**src/rtl/load_store_unit_pkg.sv**
```systemverilog
// Shared codes for the load/store unit: opcodes, FSM states and small
// opcode-classification helpers used by the controller and lane logic.
package load_store_unit_pkg;

  // Four-bit opcode space leaves room for encodings that are not listed;
  // those are ignored by the controller.
  typedef enum logic [3:0] {
    OP_LB  = 4'h0,
    OP_LH  = 4'h1,
    OP_LW  = 4'h2,
    OP_LBU = 4'h4,
    OP_LHU = 4'h5,
    OP_SB  = 4'h8,
    OP_SH  = 4'h9,
    OP_SW  = 4'hA
  } opcode_t;

  typedef enum logic [1:0] {
    ST_IDLE   = 2'd0,
    ST_ACCESS = 2'd1,
    ST_DONE   = 2'd2
  } lsu_state_t;

  function automatic logic op_is_valid(input opcode_t op);
    case (op)
      OP_LB, OP_LH, OP_LW, OP_LBU, OP_LHU, OP_SB, OP_SH, OP_SW: return 1'b1;
      default:                                                  return 1'b0;
    endcase
  endfunction

  function automatic logic op_is_store(input opcode_t op);
    return (op == OP_SB) || (op == OP_SH) || (op == OP_SW);
  endfunction

  // Words need offset 0; halves need an even offset; bytes never fault.
  function automatic logic op_misaligned(input opcode_t op, input logic [1:0] offset);
    case (op)
      OP_LW, OP_SW:         return offset != 2'b00;
      OP_LH, OP_LHU, OP_SH: return offset[0];
      default:              return 1'b0;
    endcase
  endfunction

endpackage

```
**src/rtl/load_store_unit_if.sv**
```systemverilog
// Avalon-MM master bus between the load/store unit and memory.
interface load_store_unit_if #(
  parameter int ADDR_W = 32
);

  logic [ADDR_W-1:0] avm_address_o;
  logic              avm_read_o;
  logic              avm_write_o;
  logic [31:0]       avm_writedata_o;
  logic [3:0]        avm_byteenable_o;
  logic [31:0]       avm_readdata_i;
  logic              avm_waitrequest_i;

  modport master (
    output avm_address_o, avm_read_o, avm_write_o, avm_writedata_o, avm_byteenable_o,
    input  avm_readdata_i, avm_waitrequest_i
  );

  modport slave (
    input  avm_address_o, avm_read_o, avm_write_o, avm_writedata_o, avm_byteenable_o,
    output avm_readdata_i, avm_waitrequest_i
  );

endinterface

```
**src/rtl/load_store_unit_lane_align.sv**
```systemverilog
// Little-endian byte-lane steering: byte enables and store replication on
// the way out, lane select plus sign/zero extension on the way back.
module lsu_lane_align
  import load_store_unit_pkg::*;
(
  input  opcode_t     opcode_i,
  input  logic [1:0]  offset_i,
  input  logic [31:0] store_data_i,
  input  logic [31:0] readdata_i,
  output logic [3:0]  byteenable_o,
  output logic [31:0] writedata_o,
  output logic [31:0] load_data_o
);

  logic [7:0]  lane_byte;
  logic [15:0] lane_half;
  logic [3:0]  half_be;
  logic [3:0]  byte_be;

  assign lane_byte = readdata_i[{offset_i, 3'b000} +: 8];
  assign lane_half = offset_i[1] ? readdata_i[31:16] : readdata_i[15:0];
  assign half_be   = offset_i[1] ? 4'b1100 : 4'b0011;
  assign byte_be   = 4'b0001 << offset_i;

  // Per-opcode lane mapping; unlisted opcodes produce all zeros.
  always_comb begin
    byteenable_o = 4'b0000;
    writedata_o  = 32'h0;
    load_data_o  = 32'h0;
    case (opcode_i)
      OP_LW: begin
        byteenable_o = 4'b1111;
        load_data_o  = readdata_i;
      end
      OP_LH: begin
        byteenable_o = half_be;
        load_data_o  = {{16{lane_half[15]}}, lane_half};
      end
      OP_LHU: begin
        byteenable_o = half_be;
        load_data_o  = {16'h0, lane_half};
      end
      OP_LB: begin
        byteenable_o = byte_be;
        load_data_o  = {{24{lane_byte[7]}}, lane_byte};
      end
      OP_LBU: begin
        byteenable_o = byte_be;
        load_data_o  = {24'h0, lane_byte};
      end
      OP_SW: begin
        byteenable_o = 4'b1111;
        writedata_o  = store_data_i;
      end
      OP_SH: begin
        byteenable_o = half_be;
        writedata_o  = {2{store_data_i[15:0]}};
      end
      OP_SB: begin
        byteenable_o = byte_be;
        writedata_o  = {4{store_data_i[7:0]}};
      end
      default: ;
    endcase
  end

endmodule

```
**src/rtl/load_store_unit.sv**
```systemverilog
// Single-outstanding load/store controller driving an Avalon-MM master.
//
// state     | meaning
// ----------+-------------------------------------------------------------
// ST_IDLE   | waiting for start_i; bus quiet, all outputs low
// ST_ACCESS | one read or write command held until waitrequest drops
// ST_DONE   | one-cycle done_o pulse carrying load data / error flag
module load_store_unit
  import load_store_unit_pkg::*;
#(
  parameter int ADDR_W = 32
) (
  input  logic        clk,
  input  logic        reset_n_i,
  input  logic        start_i,
  input  opcode_t     opcode_i,
  input  logic [31:0] effective_address_i,
  input  logic [31:0] store_data_i,
  output logic        busy_o,
  output logic        done_o,
  output logic [31:0] load_data_o,
  output logic        addr_error_o,
  load_store_unit_if.master avm
);

  lsu_state_t        state_q, state_d;
  opcode_t           op_q, op_d;
  logic [ADDR_W-1:0] addr_q, addr_d;
  logic [31:0]       sdata_q, sdata_d;
  logic [31:0]       ldata_q, ldata_d;
  logic              err_q, err_d;

  logic [3:0]  lane_be;
  logic [31:0] lane_wdata;
  logic [31:0] lane_load;
  logic        in_access;
  logic        is_store;

  lsu_lane_align u_lane_align (
    .opcode_i     (op_q),
    .offset_i     (addr_q[1:0]),
    .store_data_i (sdata_q),
    .readdata_i   (avm.avm_readdata_i),
    .byteenable_o (lane_be),
    .writedata_o  (lane_wdata),
    .load_data_o  (lane_load)
  );

  // State and latched request; reset drops any in-flight command.
  always_ff @(posedge clk) begin
    if (!reset_n_i) begin
      state_q <= ST_IDLE;
      op_q    <= OP_LW;
      addr_q  <= '0;
      sdata_q <= '0;
      ldata_q <= '0;
      err_q   <= 1'b0;
    end else begin
      state_q <= state_d;
      op_q    <= op_d;
      addr_q  <= addr_d;
      sdata_q <= sdata_d;
      ldata_q <= ldata_d;
      err_q   <= err_d;
    end
  end

  // Next-state: accept in IDLE only, misaligned requests skip the bus.
  always_comb begin
    state_d = state_q;
    op_d    = op_q;
    addr_d  = addr_q;
    sdata_d = sdata_q;
    ldata_d = ldata_q;
    err_d   = err_q;
    case (state_q)
      ST_IDLE: begin
        if (start_i && op_is_valid(opcode_i)) begin
          op_d    = opcode_i;
          addr_d  = effective_address_i[ADDR_W-1:0];
          sdata_d = store_data_i;
          ldata_d = '0;
          if (op_misaligned(opcode_i, effective_address_i[1:0])) begin
            err_d   = 1'b1;
            state_d = ST_DONE;
          end else begin
            err_d   = 1'b0;
            state_d = ST_ACCESS;
          end
        end
      end
      ST_ACCESS: begin
        if (!avm.avm_waitrequest_i) begin
          ldata_d = op_is_store(op_q) ? 32'h0 : lane_load;
          state_d = ST_DONE;
        end
      end
      ST_DONE: begin
        ldata_d = '0;
        err_d   = 1'b0;
        state_d = ST_IDLE;
      end
      default: state_d = ST_IDLE;
    endcase
  end

  assign in_access = (state_q == ST_ACCESS);
  assign is_store  = op_is_store(op_q);

  assign busy_o       = (state_q != ST_IDLE);
  assign done_o       = (state_q == ST_DONE);
  assign load_data_o  = done_o ? ldata_q : 32'h0;
  assign addr_error_o = done_o & err_q;

  // Bus fields come straight from registers, so they hold during waitrequest.
  assign avm.avm_read_o       = in_access & ~is_store;
  assign avm.avm_write_o      = in_access & is_store;
  assign avm.avm_address_o    = in_access ? {addr_q[ADDR_W-1:2], 2'b00} : '0;
  assign avm.avm_byteenable_o = in_access ? lane_be : 4'b0000;
  assign avm.avm_writedata_o  = (in_access && is_store) ? lane_wdata : 32'h0;

endmodule

```
**src/flat_wrapper.sv**
```systemverilog
// flat-port wrapper written by rule: the top's interface ports become plain ports
module load_store_unit_flat import load_store_unit_pkg::*;
#(
  parameter int ADDR_W = 32
)
  (clk, reset_n_i, start_i, opcode_i, effective_address_i, store_data_i, busy_o, done_o, load_data_o, addr_error_o, avm_avm_address_o, avm_avm_read_o, avm_avm_write_o, avm_avm_writedata_o, avm_avm_byteenable_o, avm_avm_readdata_i, avm_avm_waitrequest_i);
  load_store_unit_if #(.ADDR_W(ADDR_W)) avm_i ();
  input  logic clk;
  input  logic reset_n_i;
  input  logic start_i;
  input  opcode_t opcode_i;
  input  logic [31:0] effective_address_i;
  input  logic [31:0] store_data_i;
  output logic busy_o;
  output logic done_o;
  output logic [31:0] load_data_o;
  output logic addr_error_o;
  output wire logic [$bits(avm_i.avm_address_o)-1:0] avm_avm_address_o;
  output wire logic [$bits(avm_i.avm_read_o)-1:0] avm_avm_read_o;
  output wire logic [$bits(avm_i.avm_write_o)-1:0] avm_avm_write_o;
  output wire logic [$bits(avm_i.avm_writedata_o)-1:0] avm_avm_writedata_o;
  output wire logic [$bits(avm_i.avm_byteenable_o)-1:0] avm_avm_byteenable_o;
  input wire logic [$bits(avm_i.avm_readdata_i)-1:0] avm_avm_readdata_i;
  input wire logic [$bits(avm_i.avm_waitrequest_i)-1:0] avm_avm_waitrequest_i;
  assign avm_avm_address_o = avm_i.avm_address_o;
  assign avm_avm_read_o = avm_i.avm_read_o;
  assign avm_avm_write_o = avm_i.avm_write_o;
  assign avm_avm_writedata_o = avm_i.avm_writedata_o;
  assign avm_avm_byteenable_o = avm_i.avm_byteenable_o;
  assign avm_i.avm_readdata_i = avm_avm_readdata_i;
  assign avm_i.avm_waitrequest_i = avm_avm_waitrequest_i;
  load_store_unit #(.ADDR_W(ADDR_W)) u_core (.clk(clk), .reset_n_i(reset_n_i), .start_i(start_i), .opcode_i(opcode_i), .effective_address_i(effective_address_i), .store_data_i(store_data_i), .busy_o(busy_o), .done_o(done_o), .load_data_o(load_data_o), .addr_error_o(addr_error_o), .avm(avm_i));
endmodule
```
**config.mk**
```make
export PLATFORM = sky130hd
export DESIGN_NAME = load_store_unit_flat
export DESIGN_NICKNAME = d
export VERILOG_FILES = /design/src/rtl/load_store_unit_pkg.sv /design/src/rtl/load_store_unit_if.sv /design/src/rtl/load_store_unit_lane_align.sv /design/src/rtl/load_store_unit.sv /design/src/flat_wrapper.sv
export SDC_FILE = /design/constraint.sdc
export NUM_CORES = 1
export LEC_CHECK = 0
export CORE_UTILIZATION = 25
export DETAILED_ROUTE_END_ITERATION = 8
export GPL_TIMING_DRIVEN = 0
export PLACE_DENSITY_LB_ADDON = 0.05
export SYNTH_ARGS = -nofsm -noshare
export SYNTH_HDL_FRONTEND = slang
export SYNTH_HIERARCHICAL = 1
export SYNTH_SLANG_ARGS = --single-unit
```
**constraint.sdc**
```tcl
create_clock -name clk -period 2.7 [get_ports clk]
set_input_delay 0.27 -clock clk [delete_from_list [all_inputs] [get_ports clk]]
set_output_delay 0.27 -clock clk [all_outputs]
set_load 0.02 [all_outputs]
```
---- After elaboration in Yosys (flattened, before gate mapping) ----
Memories as Yosys holds them, arrays and structs flattened.
Cells that the tools add are included.
storage, ports and cells
  register bits ........................... 103
  bits in latches ......................... 0
  RAM bits ................................ 0
  bits in read-only memories .............. 16
  input port bits ......................... 104
  output and inout port bits .............. 105
  word-level logic and storage cells ...... 72
  memories kept ........................... 1
memories
  memory            depth  width  read ports  clocked after memory_dff  wr ports  RTL line                   source
  (name not given)  16     1      1           0                         0         load_store_unit_pkg.sv:25  case (op)
cells by class
  add/sub/neg operators ................... 0
  multipliers ............................. 0
  divide/modulo/power cells ............... 0
  $lt $le $gt $ge ......................... 0
  equality and inequality tests ........... 16
  shift operators ......................... 2
  muxes and demuxes ....................... 24
  bitwise logic cells ..................... 4
  reduce and logical (&&, ||, !) cells .... 19
operators with widths
  cell                                                  count
  2-to-1 mux 32 bit                                     6
  case mux 32 bit (3 select lines)                      2
  case mux 32 bit (5 select lines)                      1
  variable part select 32 x 6 -> 8 bit                  1
  equality test 4 bit (second input constant)           5
  2-to-1 mux 16 bit                                     1
  equality test 4 x 3 -> 1 bit (second input constant)  3
  case mux 4 bit (3 select lines)                       1
  OR reduction 3 bit                                    3
  equality test 4 x 1 -> 1 bit (second input constant)  2
  equality test 4 x 2 -> 1 bit (second input constant)  2
  2-to-1 mux 4 bit                                      2
  2-to-1 mux 2 bit                                      3
  AND reduction 2 bit                                   3
  nonzero test 2 bit                                    3
  2-to-1 mux 1 bit                                      5
  zero test 4 bit                                       1
  case mux 1 bit (2 select lines)                       2
  case mux 2 bit (2 select lines)                       1
  OR reduction 2 bit                                    2
  << shifter 1 x 2 -> 4 bit (first input constant)      1
  AND 1 bit                                             3
  AND reduction 3 bit                                   1
  nonzero test 3 bit                                    1
  8 further kinds                                       10

---- Depth between registers and ports, before layout ----
Gate-level depths: netlist of run 1.
  word-level depth ........................ 8
  depth in mapped cells ................... 7
  depth with buffers taken out ............ 5

---- By module ----
The synthesis of run 1 kept the hierarchy.
modules (own cells, without submodules)
  module           instances  cells an instance  area an instance (sq um)  sequential area each (sq um)
  load_store_unit  1          522                4370.4                    2062.0
  lsu_lane_align   1          196                1176.1                    0.0

---- Worst setup path after synthesis of run 1 ----
No wires, ideal clock.
  path kind ............................... register to output
  start ................................... register u_core.op_q[1]
  end ..................................... output port avm_avm_writedata_o[13]
  arrival time ............................ 1533 ps
  data required time ...................... 2430 ps
  setup slack ............................. 897 ps
  cell stages (with the launch flop) ...... 8
  buffers on the path ..................... 2
  cells stage by stage .................... dfxtp_1 > buf_4 > clkinv_1 > nor2_4 > buf_4 > nand2_1 > a21oi_1 > and3_1
between the ends
  elaborated cells on any way between the ends .. 8
  those cells by class .................... eq/ne: 3; mux: 2; reduce/logical: 3
RTL lines
  element                               RTL line                          source
  start: declaration                    load_store_unit.sv:27             opcode_t op_q, op_d;
  start signal: assignment              load_store_unit.sv:60             op_q <= op_d;
  equality test 4 bit                   load_store_unit_lane_align.sv:30  case (opcode_i)
  case mux 32 bit (3 select lines) (*)  load_store_unit_lane_align.sv:30
  named net u_core.lane_wdata[13]       load_store_unit.sv:34             logic [31:0] lane_wdata;
  2-to-1 mux 32 bit (*)                 load_store_unit.sv:120            assign avm.avm_writedata_o = (in_access && is_store) ? lane_wdata : 32'h0;
  end: declaration                      flat_wrapper.sv:21                output wire logic [$bits(avm_i.avm_writedata_o)-1:0] avm_avm_writedata_o;
The timed path passes the listed nets; every way through them passes the cells marked *.

---- Final worst setup path of run 1 ----
  start ................................... register u_core.state_q[0]
  end ..................................... output port avm_avm_byteenable_o[0]
between the ends
  cells in the longest elaborated chain, start to end .. 2
ends and longest elaborated chain
  element                       RTL line                source
  start: declaration            load_store_unit.sv:26   lsu_state_t state_q, state_d;
  start signal: assignment      load_store_unit.sv:59   state_q <= state_d;
  equality test 2 x 1 -> 1 bit  load_store_unit.sv:107  assign in_access = (state_q == ST_ACCESS);
  2-to-1 mux 4 bit              load_store_unit.sv:119  assign avm.avm_byteenable_o = in_access ? lane_be : 4'b0000;
  end: declaration              flat_wrapper.sv:22      output wire logic [$bits(avm_i.avm_byteenable_o)-1:0] avm_avm_byteenable_o;
Every way passes these cells.

==> results of run 1 <==
state kept, by name, summed over array words and instances, names as in the netlist:
signal and count:
u_core/addr_q 32, u_core/ldata_q 32, u_core/err_q 1, u_core/state_q 2
u_core/sdata_q 32, u_core/op_q 4
layout by cell type, fill, tap and decap left out, types with 3 or more instances in the layout:
| cell | synthesis | layout |
|---|---|---|
| sky130_fd_sc_hd__nor2_4 | 3 | 3 |
| sky130_fd_sc_hd__dfxtp_1 | 103 | 101 |
| sky130_fd_sc_hd__o21ai_1 | 44 | 44 |
| sky130_fd_sc_hd__clkbuf_16 | 0 | 9 |
| sky130_fd_sc_hd__nor2_2 | 2 | 3 |
| sky130_fd_sc_hd__nor2_1 | 18 | 17 |
| sky130_fd_sc_hd__a221o_1 | 14 | 14 |
| sky130_fd_sc_hd__a22o_1 | 32 | 32 |
| sky130_fd_sc_hd__buf_6 | 4 | 5 |
| sky130_fd_sc_hd__clkbuf_2 | 0 | 7 |
| sky130_fd_sc_hd__nand3_1 | 69 | 69 |
| sky130_fd_sc_hd__clkinvlp_4 | 0 | 3 |
| sky130_fd_sc_hd__a22oi_1 | 9 | 9 |
| sky130_fd_sc_hd__clkdlybuf4s50_1 | 0 | 181 |
| sky130_fd_sc_hd__clkbuf_1 | 34 | 26 |
| sky130_fd_sc_hd__inv_1 | 7 | 7 |
| sky130_fd_sc_hd__dlymetal6s2s_1 | 0 | 5 |
| sky130_fd_sc_hd__and2_1 | 76 | 76 |
| sky130_fd_sc_hd__mux2_2 | 9 | 9 |
| sky130_fd_sc_hd__dlygate4sd2_1 | 0 | 18 |
| sky130_fd_sc_hd__nand2_1 | 126 | 125 |
| sky130_fd_sc_hd__a21oi_1 | 44 | 43 |
| sky130_fd_sc_hd__o21ai_0 | 25 | 25 |
| sky130_fd_sc_hd__and3_1 | 35 | 35 |
| sky130_fd_sc_hd__buf_4 | 8 | 10 |
| sky130_fd_sc_hd__buf_2 | 22 | 20 |
path summary, 6_finish.rpt:
path | slack (ns) | endpoint | cells after the start
setup reg to reg | 0.72 | u_core/ldata_q[28]$_SDFFE_PN0P_ | 5
hold / removal | 0.44 | u_core/addr_q[15]$_SDFFE_PN0P_ | 3
setup / recovery | 0.12 | avm_avm_byteenable_o[0] | 6
hold reg to reg | 0.46 | u_core/addr_q[23]$_SDFFE_PN0P_ | 2
layout make-up:
class | instances | area, um2 | area share, %
buffer | 68 | 364 | 4.36
clock buffer | 9 | 225 | 2.70
clock inverter | 7 | 105 | 1.26
inverter | 9 | 36.3 | 0.435
multi-input combinational | 539 | 3140 | 37.7
sequential | 103 | 2060 | 24.7
tap | 280 | 350 | 4.20
timing repair buffer | 207 | 2060 | 24.6
kinds of logic (layout without fill, tap and decap cells):
family,Yosys count,count (layout)
AOI/OAI and AO/OA,186,186
and+or+nand+nor,341,341
buffers and inverters,77,300
other,1,2
muxes,10,10
DFF,103,103
power by group:
group / internal (mW) / total, mW / switching, mW
combinational: 0.353 / 0.787 / 0.434
sequential: 1.59 / 1.65 / 0.0581
clock: 0.827 / 1.48 / 0.652
total: 2.77 / 3.92 / 1.14
repair_timing:
item	CTS	global route
endpoints found under the hold margin	0	0
pin swaps	0	1
cloned	0	0
buffers inserted	0	2
hold buffers	0	0
endpoints found under the setup margin	98	50
gates resized for setup	29	25
per-layer routing:
| layer | global-route usage (%) | wire [um] | part of all wire, % |
|---|---|---|---|
| met5 | 0 | 0 | 0 |
| met4 | 5.65 | 357 | 1.7 |
| met3 | 3.86 | 1520 | 7.1 |
| met2 | 30.4 | 9900 | 46 |
| met1 | 25.4 | 9660 | 45 |
worst max-delay path: cells and delay by family (launching register included):
kind	cells	cell delay (ns)
flip-flops	1	0.43
buffers and inverters	4	1.17
AND/OR/NAND/NOR	2	0.35
stage by stage:
stage	total power [mW]	area (um2)
finish	3.92	8350
global route	4.12	8350
CTS	3.96	8290
detailed placement	2.47	7950
global placement	2.47	7950
floorplan	2.10	5550
==> results by stage, run 1 <==
Final layout:
- The final-layout fill cell count is 2331.
- Measured on the finished design, the core utilization comes to 38.4%.
- The repair_antennas step left the layout with diodes totalling 0.
- The area growth from synthesis to final layout is 50.5%.
- The number of nets in the layout is 1041.
- The number of cells in the finished layout apart from fillers is 1222.
- The fraction of final layout cells with drive strength greater than 1 is 10.2%.

Synthesis:
- The average instance area after synthesis is 7.73 um2.
- The most common cell in the synthesized netlist is sky130_fd_sc_hd__nand2_1.
- By area the synthesized netlist is led by sky130_fd_sc_hd__dfxtp_1 (37%), sky130_fd_sc_hd__and2_1 (8.6%), sky130_fd_sc_hd__nand2_1 (8.5%), sky130_fd_sc_hd__nand3_1 (6.2%), sky130_fd_sc_hd__a22o_1 (5.1%).
- The proportion of register bits with asynchronous set or reset after synthesis is 0%.
- Counting flops and latches in the post-synthesis netlist gives 103.
- The post-synthesis adder-cell area fraction is 0%.
- The combined area of all synthesized cells is 5550 um2.
- Measured against the total synthesized area, the mux share comes to 2.23%.
- After synthesis, the most frequently instantiated cells are sky130_fd_sc_hd__nand2_1 (126), sky130_fd_sc_hd__dfxtp_1 (103), sky130_fd_sc_hd__and2_1 (76), sky130_fd_sc_hd__nand3_1 (69).
- In this run, distinct cell masters in the synthesized netlist total 50.
- The share of synthesized cell area in and, or, nand and nor gates is 31.5%.
- The share of the synthesized area in compound gates (AO/OA/AOI/OAI) is 22.3%.
- The number of warning messages in the yosys log is 6.
- The post-synthesis share of cell area spent on xor and xnor gates is 0%.
- The synthesized design devotes to its leading area cell type 37.2% of total area.
- The largest area contributor in the synthesized netlist is sky130_fd_sc_hd__dfxtp_1.
- The dominant combinational cell family by area after synthesis is simple AND/OR/NAND/NOR gates.
- The part of the Yosys area used for sequential elements is 37.2%.
- In the synthesized netlist the dominant register cell turns out to be sky130_fd_sc_hd__dfxtp_1.
- In the synthesized netlist, the number of instances is 718.
- The number of enable flip-flop cells after synthesis is 0.

Placed design:
- The half-perimeter wire length after detailed placement is 16.6 mm.
- Routability-driven placement finished with a final weighted congestion of 0.803.
- In this run the tool buffered the top-level ports with 205 buffer cells.
- The worst setup slack after placement is 0.0116 ns.
- The number of placed instances, taps included, is 1204.

Critical path:
- The setup path with the least slack is of type reg2out.
- The critical path's slowest cell is sky130_fd_sc_hd__clkdlybuf4s50_1.
- The worst setup path is captured at an output port.
- The startpoint identified for the worst register-to-register timing path is u_core/addr_q[0]$_SDFFE_PN0P_.
- The critical path goes through inv_2, nor2_2, buf_4, buf_2, and2_1, clkdlybuf4s50_1.
- STA puts the critical path data arrival time at 2.31 ns.
- The worst setup path is launched from a flop.
- Of all nets on the critical path, the largest fanout is 10.
- The largest single stage delay on the critical path is 0.64 ns.
- The required time at the worst-slack endpoint is 2.43 ns.
- The launching instance or port of the critical path is u_core/state_q[0]$_SDFFE_PN0P_.

STA:
- The final count of pins violating max slew was 0.
- The normalized max-slew margin is 52.5%.
- The final hold violation count is 0.
- Setup violations remaining at the end of the flow were counted as 0.
- Setup repair after global routing left no endpoint under its margin.
- The routed design could run at a clock period as short as 2.58 ns.
- The worst hold slack after final layout is 0.444 ns.
- In the post-route analysis, the smallest setup slack over all paths is 0.121 ns.
- The achievable clock frequency is 388 MHz.
- The worst-margin pin slew is 0.712 ns.
- The total negative setup slack is 0 ns.
- The clock tree skew after final layout is 0.0106 ns.
- The final critical path takes up 95.5% of the cycle.

Worst hold path:
- In this run the worst hold path is classified as in2reg.
- The start point of the worst hold path is effective_address_i[15].

Clocking:
- TritonCTS built the clock tree.
- The later pin in the worst-skew pair is clocked with a latency of 0.36 ns.
- The clock tree root driver cell is sky130_fd_sc_hd__clkbuf_16.
- The number of levels the H-tree was split into is 3.
- The TritonCTS buffer count is 9.
- The clock edge transition at the registers on the reported setup and hold paths is 0.08 ns.
- The TritonCTS sink count is 103.
- The clock tree buffer depth is 2.

Drt:
- In this run the remaining antenna-violating nets after routing total 0.
- The pre-antenna-repair detailed-routing pass consisted of 5 iterations.
- The final routed DRC violation total is 0.
- The number of violations reported at the end of detailed-routing iteration 0 is 342.
- After detailed routing, the total wire length is 21.4 mm.
- After detailed routing, the average wire length per cell comes to 17.5 um.
- After detailed routing, the number of vias per cell comes to 4.80.
- For this block, the via count after detailed routing is 5868.

Floorplanning:
- The floorplan has 54 rows.
- Measured along the y axis, the die boundary spans 151 um.
- The die outline area is 22800 um2.
- In this run the standard cell core region covers 21800 um2.
- In this run the horizontal extent of the chip is 151 um.
- For this configuration, the core starts out at a cell density of 25.5%.
- The number of primary I/O pins is 209.

Pwr:
- IR analysis of the VDD net gives a maximum drop of 0.330 mV.
- Power spread over the standard cell area amounts to 469 nW/um2.
- Summed over all cells, the static leakage comes to 3.40 nW.

Global route:
- The global router's overall resource usage is 18.9%.
- After global routing the overflow that remains totals 0.
- The initial antenna violation count is 0.
- The first global-routing pass estimated 32.5 mm of wire.
- The via count of the first global-routing pass was 5688.
- Entering global routing, the biggest net connects 19 pins.

Flow run:
- The number of maximum-capacitance constraint violations is 0.

Run status:
- The flow ran to the end, and the final reports show no timing, DRC or antenna violations.
Note: power is estimated with default switching activity, not from simulation.
==> run 2, diff against run 1 <==
--- a/config.mk
+++ b/config.mk
@@ -5,10 +5,10 @@
 export SDC_FILE = /design/constraint.sdc
 export NUM_CORES = 1
 export LEC_CHECK = 0
+export CAP_MARGIN = 20
 export CORE_UTILIZATION = 25
 export DETAILED_ROUTE_END_ITERATION = 8
 export GPL_TIMING_DRIVEN = 0
-export PLACE_DENSITY_LB_ADDON = 0.05
 export SYNTH_ARGS = -nofsm -noshare
 export SYNTH_HDL_FRONTEND = slang
 export SYNTH_HIERARCHICAL = 1
==> run 2 against run 1 <==
Compared with the run above:
- total power shrank 4.9%
- wire length shrank 4.6%
- largest cell class unchanged
- largest power group unchanged
- worst hold slack gained 0.0075 ns
==> results by stage, run 2 (synthesis gave the netlist of run 1 again) <==
Clocking:
- The TritonCTS buffer count is 9.
- The longest clock path from root to sink contains 2 buffers.
- The tree built by TritonCTS fans out to 103 sinks.
- The clock tree root driver cell is sky130_fd_sc_hd__clkbuf_16.
- The clock edge transition at the registers on the reported setup and hold paths is 0.07 ns.
- The clock insertion delay at the later pin of the skew report is 0.35 ns.
- The TritonCTS clock tree is done.
- In this run the number of H-tree levels came out at 3.

Final layout:
- 0 antenna diodes ended up in the layout.
- In the final layout, the registers with the most flip-flops are u_core/addr_q (32), u_core/ldata_q (32), u_core/sdata_q (32).
- The combined flip-flop and latch cell area is 2060 um2.
- Of the cells placed in the final design, the portion with a size suffix greater than 1 is 9.78%.
- Relative to the synthesized area, the layout overhead comes to 49.5%.
- After filler insertion, the fill cell instance count of the layout stands at 2325.
- After the last flow step, the layout net total stands at 1040.
- The post-route cell area is 8290 um2.
- The multi-input combinational cell area is 3140 um2.
- The final core utilization is 38.1%.
- Leaving out fill and tap cells, the most frequent cell in the layout is sky130_fd_sc_hd__clkdlybuf4s50_1.
- In the layout the commonest cells are sky130_fd_sc_hd__clkdlybuf4s50_1 (181), sky130_fd_sc_hd__nand2_1 (125), sky130_fd_sc_hd__dfxtp_1 (102).

Pwr:
- The power share of the combinational group is 20.8%.
- The worst voltage drop across the vdd grid is 0.280 mV.
- The switching part of the total is 29.2%.
- The internal power of the cells totals 2.64 mW.
- The leakage power summed over all cells is 3.37 nW.
- Registers are responsible for 44.4% of the overall power.
- The clock network burns 34.8% of the power.
- The analysis attributes to net switching a power of 1.09 mW.
- Dividing total power by cell area gives a power density of 449 nW/um2.

Drt:
- The via count is 5910.
- The detailed router used layers up to and including met4.
- The detail route stage leaves a number of antenna-violating nets equal to 0.
- The wire length on met2 is 9.19 mm.
- After detailed routing, the number of vias per cell comes to 4.84.
- After detailed routing, the number of remaining DRC violations is 0.
- In the detailed route, the total length drawn on met3 is 1.78 mm.
- The pre-antenna-repair detailed-routing pass consisted of 4 iterations.
- After detailed routing, the total wire length is 20.4 mm.
- The met1 layer wirelength in the final routing is 9.17 mm.
- Dividing the detail-routed wire length by the instance count gives 16.7 um.
- After the first detailed-routing iteration, the DRC count stood at 318.

Critical path:
- The end of the worst register-to-register path is u_core/ldata_q[23]$_SDFFE_PN0P_.
- Measured in cells, the most critical reg-to-reg path has a length of 5.
- The data arrival at the endpoint of the critical path is 2.32 ns.
- The worst register-to-register path begins at u_core/addr_q[0]$_SDFFE_PN0P_.
- The required time at the worst-slack endpoint is 2.43 ns.
- Along the worst path, the maximum fanout reaches 10.
- The worst setup path is captured at an output port.
- The kind of start point of the critical path is a flop.
- The worst register-to-register path has a setup slack of 0.70 ns.
- The type of the worst setup path is reg2out.

Global route:
- Global routing used 17.7% of the available tracks.
- For this run the aggregate overflow at the end of global routing stands at 0.
- The global-route wire length before repair is 30.5 mm.
- The initial antenna violation count is 0.
- The maximum number of pins on one net before global-route repair is 18.
- The via count of the first global-routing pass is 5493.

Placed design:
- The cell area after placement is 7950 um2.
- The placer's final routability congestion estimate is 0.844.
- The half-perimeter wire length after detailed placement is 15.8 mm.
- In this run the tool buffered the top-level ports with 205 buffer cells.

STA:
- The clock tree skew after final layout is 0.00917 ns.
- The final hold violation count was 0.
- Setup violations remaining at the end of the flow were counted as 0.
- The minimum clock period after layout is 2.59 ns.
- In this run the tightest slew margin relative to its limit is 55.0%.
- The final count of pins violating max slew is 0.
- The worst-margin pin slew is 0.675 ns.
- Setup repair after global routing left no endpoint under its margin.
- In the final timing run, aggregate negative setup slack is 0 ns.
- The final critical path takes up 96.0% of the cycle.
- The achievable clock frequency is 386 MHz.

Run status:
- The flow ran to the end, and the final reports show no timing, DRC or antenna violations.

Worst hold path:
- The count of cells along the worst hold path is 3.
- The end point of the most critical hold path is u_core/addr_q[14]$_SDFFE_PN0P_.
- The path class of the lowest-slack min-delay path is in2reg.
- The start point of the worst hold path is effective_address_i[14].

Floorplanning:
- Once the floorplan was initialized, standard cells occupied 25.5% of the core.
- The width of the die is 151 um.
- The y dimension of the die is 151 um.
- The floorplan step defined a die boundary enclosing 22800 um2.
- After floorplanning, the core was sized to cover 21800 um2.
- During I/O placement, the number of pins put on the boundary was 209.
- The number of placement rows is 54.

Flow run:
- The number of maximum-capacitance constraint violations is 0.
## run 2: cell types whose count changed in the layout (fill, tap and decap cells not counted), moves of 2 or more
cell,delta
sky130_fd_sc_hd__bufinv_16,-2
sky130_fd_sc_hd__clkbuf_1,+2
sky130_fd_sc_hd__clkbuf_8,+2
sky130_fd_sc_hd__clkinv_4,+2
sky130_fd_sc_hd__clkinvlp_4,-3
sky130_fd_sc_hd__dlygate4sd2_1,+2
## run 2: how the worst max path moves through the flow
stage | start | cells after the start | endpoint
2_1_floorplan | u_core/op_q[1]$_SDFFE_PN1P_ | 7 | avm_avm_writedata_o[13]
3_3_place_gp | u_core/op_q[1]$_SDFFE_PN1P_ | 8 | avm_avm_writedata_o[31]
3_5_place_dp | u_core/op_q[1]$_SDFFE_PN1P_ | 8 | avm_avm_writedata_o[31]
4_1_cts | u_core/state_q[1]$_SDFFE_PN0P_ | 4 | load_data_o[13]
5_1_grt | u_core/state_q[1]$_SDFFE_PN0P_ | 4 | load_data_o[7]
6_report | u_core/op_q[1]$_SDFFE_PN1P_ | 8 | avm_avm_writedata_o[31]
## run 2: metrics by stage
stage / hold WS (ns) / worst slack (ns) / total power, mW / std cells
floorplan: 0.372 / 0.897 / 2.10 / 719
global placement: 0.439 / 0.0328 / 2.44 / 1204
detailed placement: 0.445 / 0.0224 / 2.45 / 1204
CTS: 0.438 / -0.144 / 3.77 / 1222
global route: 0.448 / 0.00595 / 3.90 / 1221
finish: 0.452 / 0.109 / 3.72 / 1221
## run 2: power by group through the flow
stage,sequential [mW],combinational [mW],clock [mW]
after floorplan,1.66,0.435,0
after global placement,1.68,0.761,0
after detailed placement,1.68,0.763,0
after CTS,1.65,0.774,1.34
after global routing,1.66,0.847,1.39
final,1.65,0.775,1.30
## run 2: per-layer routing
layer  up-vias  global-route usage (%)
li1       2942                       -
met1      2737                    23.0
met2       211                    28.5
met4         0                    5.10
met3        20                    4.85
met5         -                       0
## run 2: layout make-up
type | instances | share of cell area, %
inverters | 9 | 0.438
repair buffers | 207 | 24.7
flip-flops and latches | 103 | 24.9
clock inverters | 4 | 0.453
well taps | 280 | 4.22
multi-input cells | 539 | 37.9
plain buffers | 67 | 4.27
clock buffers | 12 | 3.09
## run 2: critical path: stages, from the launching register on
cell and delay, ns:
sky130_fd_sc_hd__dfxtp_1 0.41, sky130_fd_sc_hd__buf_4 0.25, sky130_fd_sc_hd__inv_4 0.09, sky130_fd_sc_hd__nor2_4 0.18
sky130_fd_sc_hd__buf_4 0.20, sky130_fd_sc_hd__nand2_1 0.09, sky130_fd_sc_hd__a21oi_1 0.15, sky130_fd_sc_hd__and3_1 0.25
sky130_fd_sc_hd__dlygate4sd2_1 0.36
## run 2: what timing repair did
| item | 4_1_cts | 5_1_grt |
|---|---|---|
| setup buffers | 2 | 0 |
| resized for setup | 29 | 16 |
| pin swaps | 1 | 0 |
| hold buffers | 0 | 0 |
| setup endpoints to repair | 97 | 93 |
| endpoints found under the hold margin | 0 | 0 |
==> run 3, diff against run 2 <==
--- a/config.mk
+++ b/config.mk
@@ -5,6 +5,7 @@
 export SDC_FILE = /design/constraint.sdc
 export NUM_CORES = 1
 export LEC_CHECK = 0
+export ABC_AREA = 1
 export CAP_MARGIN = 20
 export CORE_UTILIZATION = 25
 export DETAILED_ROUTE_END_ITERATION = 8
==> run 3 against run 2 <==
Compared with the run above:
- synthesized cell count is 45% higher
- sequential cell count unchanged
- sequential share of layout area fell by 2.3 points
- critical path type unchanged
- sequential power is 4% higher
- final area up 10%
==> results by stage, run 3 <==
Synthesis:
- Synthesis inferred 103 register bits.
- Multiplexer cells account for 0% of the synthesized area.
- The share of synthesized cell area in and, or, nand and nor gates is 40.6%.
- The most common cell in the synthesized netlist is sky130_fd_sc_hd__nand2_1.
- Ranked by total cell area, the synthesized netlist is headed by sky130_fd_sc_hd__dfxtp_1 (33%), sky130_fd_sc_hd__nand2_1 (14%), sky130_fd_sc_hd__nor2_1 (11%), sky130_fd_sc_hd__inv_1 (9.1%), sky130_fd_sc_hd__nand3_1 (7.7%).
- The primary flip-flop cell chosen by synthesis mapping is sky130_fd_sc_hd__dfxtp_1.
- By area, the combinational part of the netlist is dominated by simple AND/OR/NAND/NOR gates.
- The commonest cells after synthesis are sky130_fd_sc_hd__nand2_1 (235), sky130_fd_sc_hd__nor2_1 (177), sky130_fd_sc_hd__inv_1 (153), sky130_fd_sc_hd__dfxtp_1 (103), sky130_fd_sc_hd__nand3_1 (97).
- sky130_fd_sc_hd__dfxtp_1 takes more of the synthesized area than any other cell.
- In this run the biggest area consumer among cell types represents 32.8% of the synthesized area.
- Summing the areas of all compound-gate instances in the mapped netlist gives 10.1% of the synthesized area.
- After synthesis the cells add up to 6290 um2.
- The proportion of register bits with asynchronous set or reset after synthesis is 0%.
- The number of enable flip-flop cells after synthesis is 0.
- Counting every instance in the synthesized netlist gives 1040.
- The average instance area after synthesis is 6.05 um2.
- Synthesis instantiated 29 different standard cells from the library.
- Sequential elements use 32.8% of the synthesized area.
- Of the total synthesized cell area, the portion taken by XOR and XNOR cells is 0%.
- After Yosys synthesis, full adders, half adders and majority gates account for 0% of the synthesized area.
- During synthesis, Yosys emitted a total of 6 warnings.

Clocking:
- The clock insertion delay at the later pin of the skew report is 0.36 ns.
- The post-CTS setup repair buffer count is 0.
- The cell sitting at the root of the clock tree is a sky130_fd_sc_hd__clkbuf_16.
- The H-tree generated during clock tree synthesis spans 3 levels.
- After clock tree synthesis, the clock-pin slew on the worst setup and hold paths is 0.09 ns.
- The number of clock buffers added by TritonCTS is 9.
- The TritonCTS sink count is 103.
- The clock tree buffer depth is 2.
- The number of buffers inserted by hold repair at cts is 0.
- TritonCTS built the clock tree.

Drt:
- For this block, the initial DRC count from the detailed router was 421.
- After detailed routing, the total wire length is 22.2 mm.
- The per-cell routed wire length is 14.0 um.
- The remaining number of nets flagged by the antenna check after routing is 0.
- The first detailed-routing pass ran for 5 iterations.
- Across all layers, the routed design uses 7050 vias.
- The via density per instance is 4.44.
- For this run, design rule violations remaining after detail routing come to 0.

STA:
- Setup violations remaining at the end of the flow were counted as 0.
- Counting I/O delays and the setup requirement, the final critical path takes 2.60 ns.
- Setup repair after global routing left no endpoint under its margin.
- The final count of pins violating max slew is 0.
- The total negative setup slack is 0 ns.
- The final hold violation count was 0.
- After layout, the worst path uses 96.2% of the clock period.
- Based on the critical path, the design can be clocked at up to 385 MHz.
- The clock tree skew after final layout is 0.00848 ns.
- At the pin with the least slew margin, the transition time is 0.629 ns.
- The normalized max-slew margin is 57.8%.

Final layout:
- The post-route cell area is 9140 um2.
- Fill cells in the final layout number 2713.
- The number of nets in the layout is 1362.
- Leaving out filler cells and counting taps, the final layout contains 1587.
- Cells with a size suffix above 1 make up 9.11% of the layout.
- The largest registers in the layout are u_core/addr_q (32), u_core/ldata_q (32), u_core/sdata_q (32).
- Compared with the post-synthesis result, the final layout area differs by 45.2%.
- The final core utilization is 37.3%.
- The number of diodes added for antenna fixing is 0.
- The most common cell after layout, fill and taps aside is sky130_fd_sc_hd__nand2_1.
- Summing all flip-flop and latch instances after layout gives 2070 um2.
- The multi-input combinational cells in the finished layout cover a total of 3200 um2.
- The library cells used most frequently in the layout, excluding fill and tap cells, are sky130_fd_sc_hd__nand2_1 (235), sky130_fd_sc_hd__clkdlybuf4s50_1 (177), sky130_fd_sc_hd__nor2_1 (177).

Critical path:
- The critical path goes through inv_2, nor2_4, inv_2, nor2_2, inv_2, buf_2, nor2_1, clkdlybuf4s50_1.
- In this design, the stage delay of the slowest critical-path cell is 0.61 ns.
- The required time at the worst-slack endpoint is 2.43 ns.
- The worst setup path is captured at an output port.
- STA classifies the critical path startpoint as a flop.
- The data arrival at the endpoint of the critical path is 2.33 ns.
- Among the stages of the critical path, the cell type that occurs most often is sky130_fd_sc_hd__inv_2.
- The setup path with the least slack is of type reg2out.
- The worst register-to-register path has a depth of 12.
- The highest fanout seen on the critical path is 10.
- Among all stages on the critical path, the largest delay is contributed by sky130_fd_sc_hd__clkdlybuf4s50_1.
- The number of buffers and inverters on the critical path is 5.
- Broken down by cell family, the worst path's largest delay share belongs to buffers and inverters.
- The number of stages on the worst setup path is 8.
- The worst register-to-register path begins at u_core/addr_q[0]$_SDFFE_PN0P_.
- The critical path starts at u_core/state_q[0]$_SDFFE_PN0P_.

Flow run:
- Across the run, the number of max-cap violations was 0.

Floorplanning:
- 209 I/O pins were placed.
- The width of the die is 161 um.
- The floorplan step defined a die boundary enclosing 25800 um2.
- The initial cell density of the core is 25.7%.
- The number of placement rows is 57.
- The area of the core region is 24500 um2.
- In this run the vertical extent of the chip is 161 um.

Global route:
- The busiest metal layer after global routing is met2.
- The total overflow left after global routing is 0.
- The initial antenna violation count is 0.
- Global routing used 23.2% of the available met1 tracks.
- Global routing used 4.31% of the available met3 tracks.
- The fraction of met2 tracks used by global routing is 26.8%.
- The maximum number of pins on one net before global-route repair is 24.
- The global-route wire length before repair is 34.5 mm.
- The via count of the first global-routing pass is 6424.
- The global router's overall resource usage is 17.1%.

Placed design:
- The cell area after placement is 8770 um2.
- The congestion estimate from routability-driven global placement came to 0.900.
- The total placed cells including tap cells is 1571.
- During placement, the flow inserted port buffers numbering 206.
- Once detailed placement completed, the half-perimeter wirelength came to 17.5 mm.

Pwr:
- Sequential cells account for 40.4% of the total power.
- Per report_power, the combinational group accounts for 26.1% of the total.
- The switching part of the total is 34.1%.
- For this design the ratio of total power to cell area is 464 nW/um2.
- Summed over all cells, the static leakage comes to 4.22 nW.
- Per report_power, the clock group accounts for 33.5% of the total.
- Overall power consumption after layout is estimated at 4.24 mW.
- The worst voltage drop across the vdd grid is 0.290 mV.
- Internal power comes to 2.79 mW.
- Summed over all nets, the switching power comes to 1.45 mW.

Worst hold path:
- The start point of the worst hold path is store_data_i[30].
- Counting instances, the worst hold path has a depth of 3.
- The path class of the lowest-slack min-delay path is in2reg.

Run status:
- The flow ran to the end, and the final reports show no timing, DRC or antenna violations.
## run 3: changes by cell type in the layout (fill, tap and decap cells not counted), moves of 18 or more
cell,previous run,this run
sky130_fd_sc_hd__dlymetal6s2s_1,4,22
sky130_fd_sc_hd__inv_1,7,153
sky130_fd_sc_hd__o21ai_0,25,54
sky130_fd_sc_hd__nand4_1,0,33
sky130_fd_sc_hd__nand2_1,125,235
sky130_fd_sc_hd__and2_1,76,0
sky130_fd_sc_hd__and3_1,35,1
sky130_fd_sc_hd__o21ai_1,44,1
sky130_fd_sc_hd__a21oi_1,43,70
sky130_fd_sc_hd__a22o_1,32,0
sky130_fd_sc_hd__nor2_1,17,177
sky130_fd_sc_hd__nand3_1,69,97
## run 3: what timing repair did
| item | 4_1_cts | 5_1_grt |
|---|---|---|
| endpoints found under the setup margin | 27 | 29 |
| resized for setup | 9 | 27 |
| endpoints found under the hold margin | 0 | 0 |
| gates cloned | 0 | 0 |
## run 3: per-stage QoR
stage	hold WS, ns	worst slack (ns)
floorplan	0.413	0.926
global placement	0.440	0.352
detailed placement	0.446	0.364
CTS	0.434	0.00201
global route	0.438	0.000369
finish	0.450	0.103
## run 3: final cells by class
cell class	count	area share [%]
Sequential cell	103	22.6
Multi-Input combinational cell	704	35.0
Timing Repair Buffer	206	23.1
Tap cell	324	4.43
Inverter	167	6.88
Clock inverter	7	1.05
Clock buffer	9	2.46
Buffer	67	4.50
## run 3: cells by family after synthesis
family | after synthesis
AOI/OAI and AO/OA | 126
and+or+nand+nor | 576
buffers and inverters | 234
DFF | 103
other | 1
## run 3: layer usage
layer	up-vias	part of all wire, %
li1	3650	-
met1	3147	47
met2	238	44
met3	15	7.4
met4	0	1.2
met5	-	0
## run 3: worst min-delay path: stages
cell and delay [ns]:
sky130_fd_sc_hd__clkdlybuf4s50_1 0.39, sky130_fd_sc_hd__nand2_1 0.06, sky130_fd_sc_hd__a21oi_1 0.05
## run 3: final timing paths
check             slack, ns                              end
setup / recovery       0.10          avm_avm_writedata_o[28]
hold / removal         0.45  u_core/sdata_q[30]$_SDFFE_PN0P_
setup reg to reg       0.99  u_core/ldata_q[31]$_SDFFE_PN0P_
hold reg to reg        0.46   u_core/addr_q[10]$_SDFFE_PN0P_
## run 3: power groups by stage
| stage | clock (mW) | combinational [mW] | sequential, mW |
|---|---|---|---|
| after detailed placement | 0 | 1.11 | 1.75 |
| after CTS | 1.47 | 1.11 | 1.71 |
| after global placement | 0 | 1.10 | 1.74 |
| final | 1.42 | 1.11 | 1.71 |
| after global routing | 1.52 | 1.24 | 1.73 |
| after floorplan | 0 | 0.705 | 1.73 |
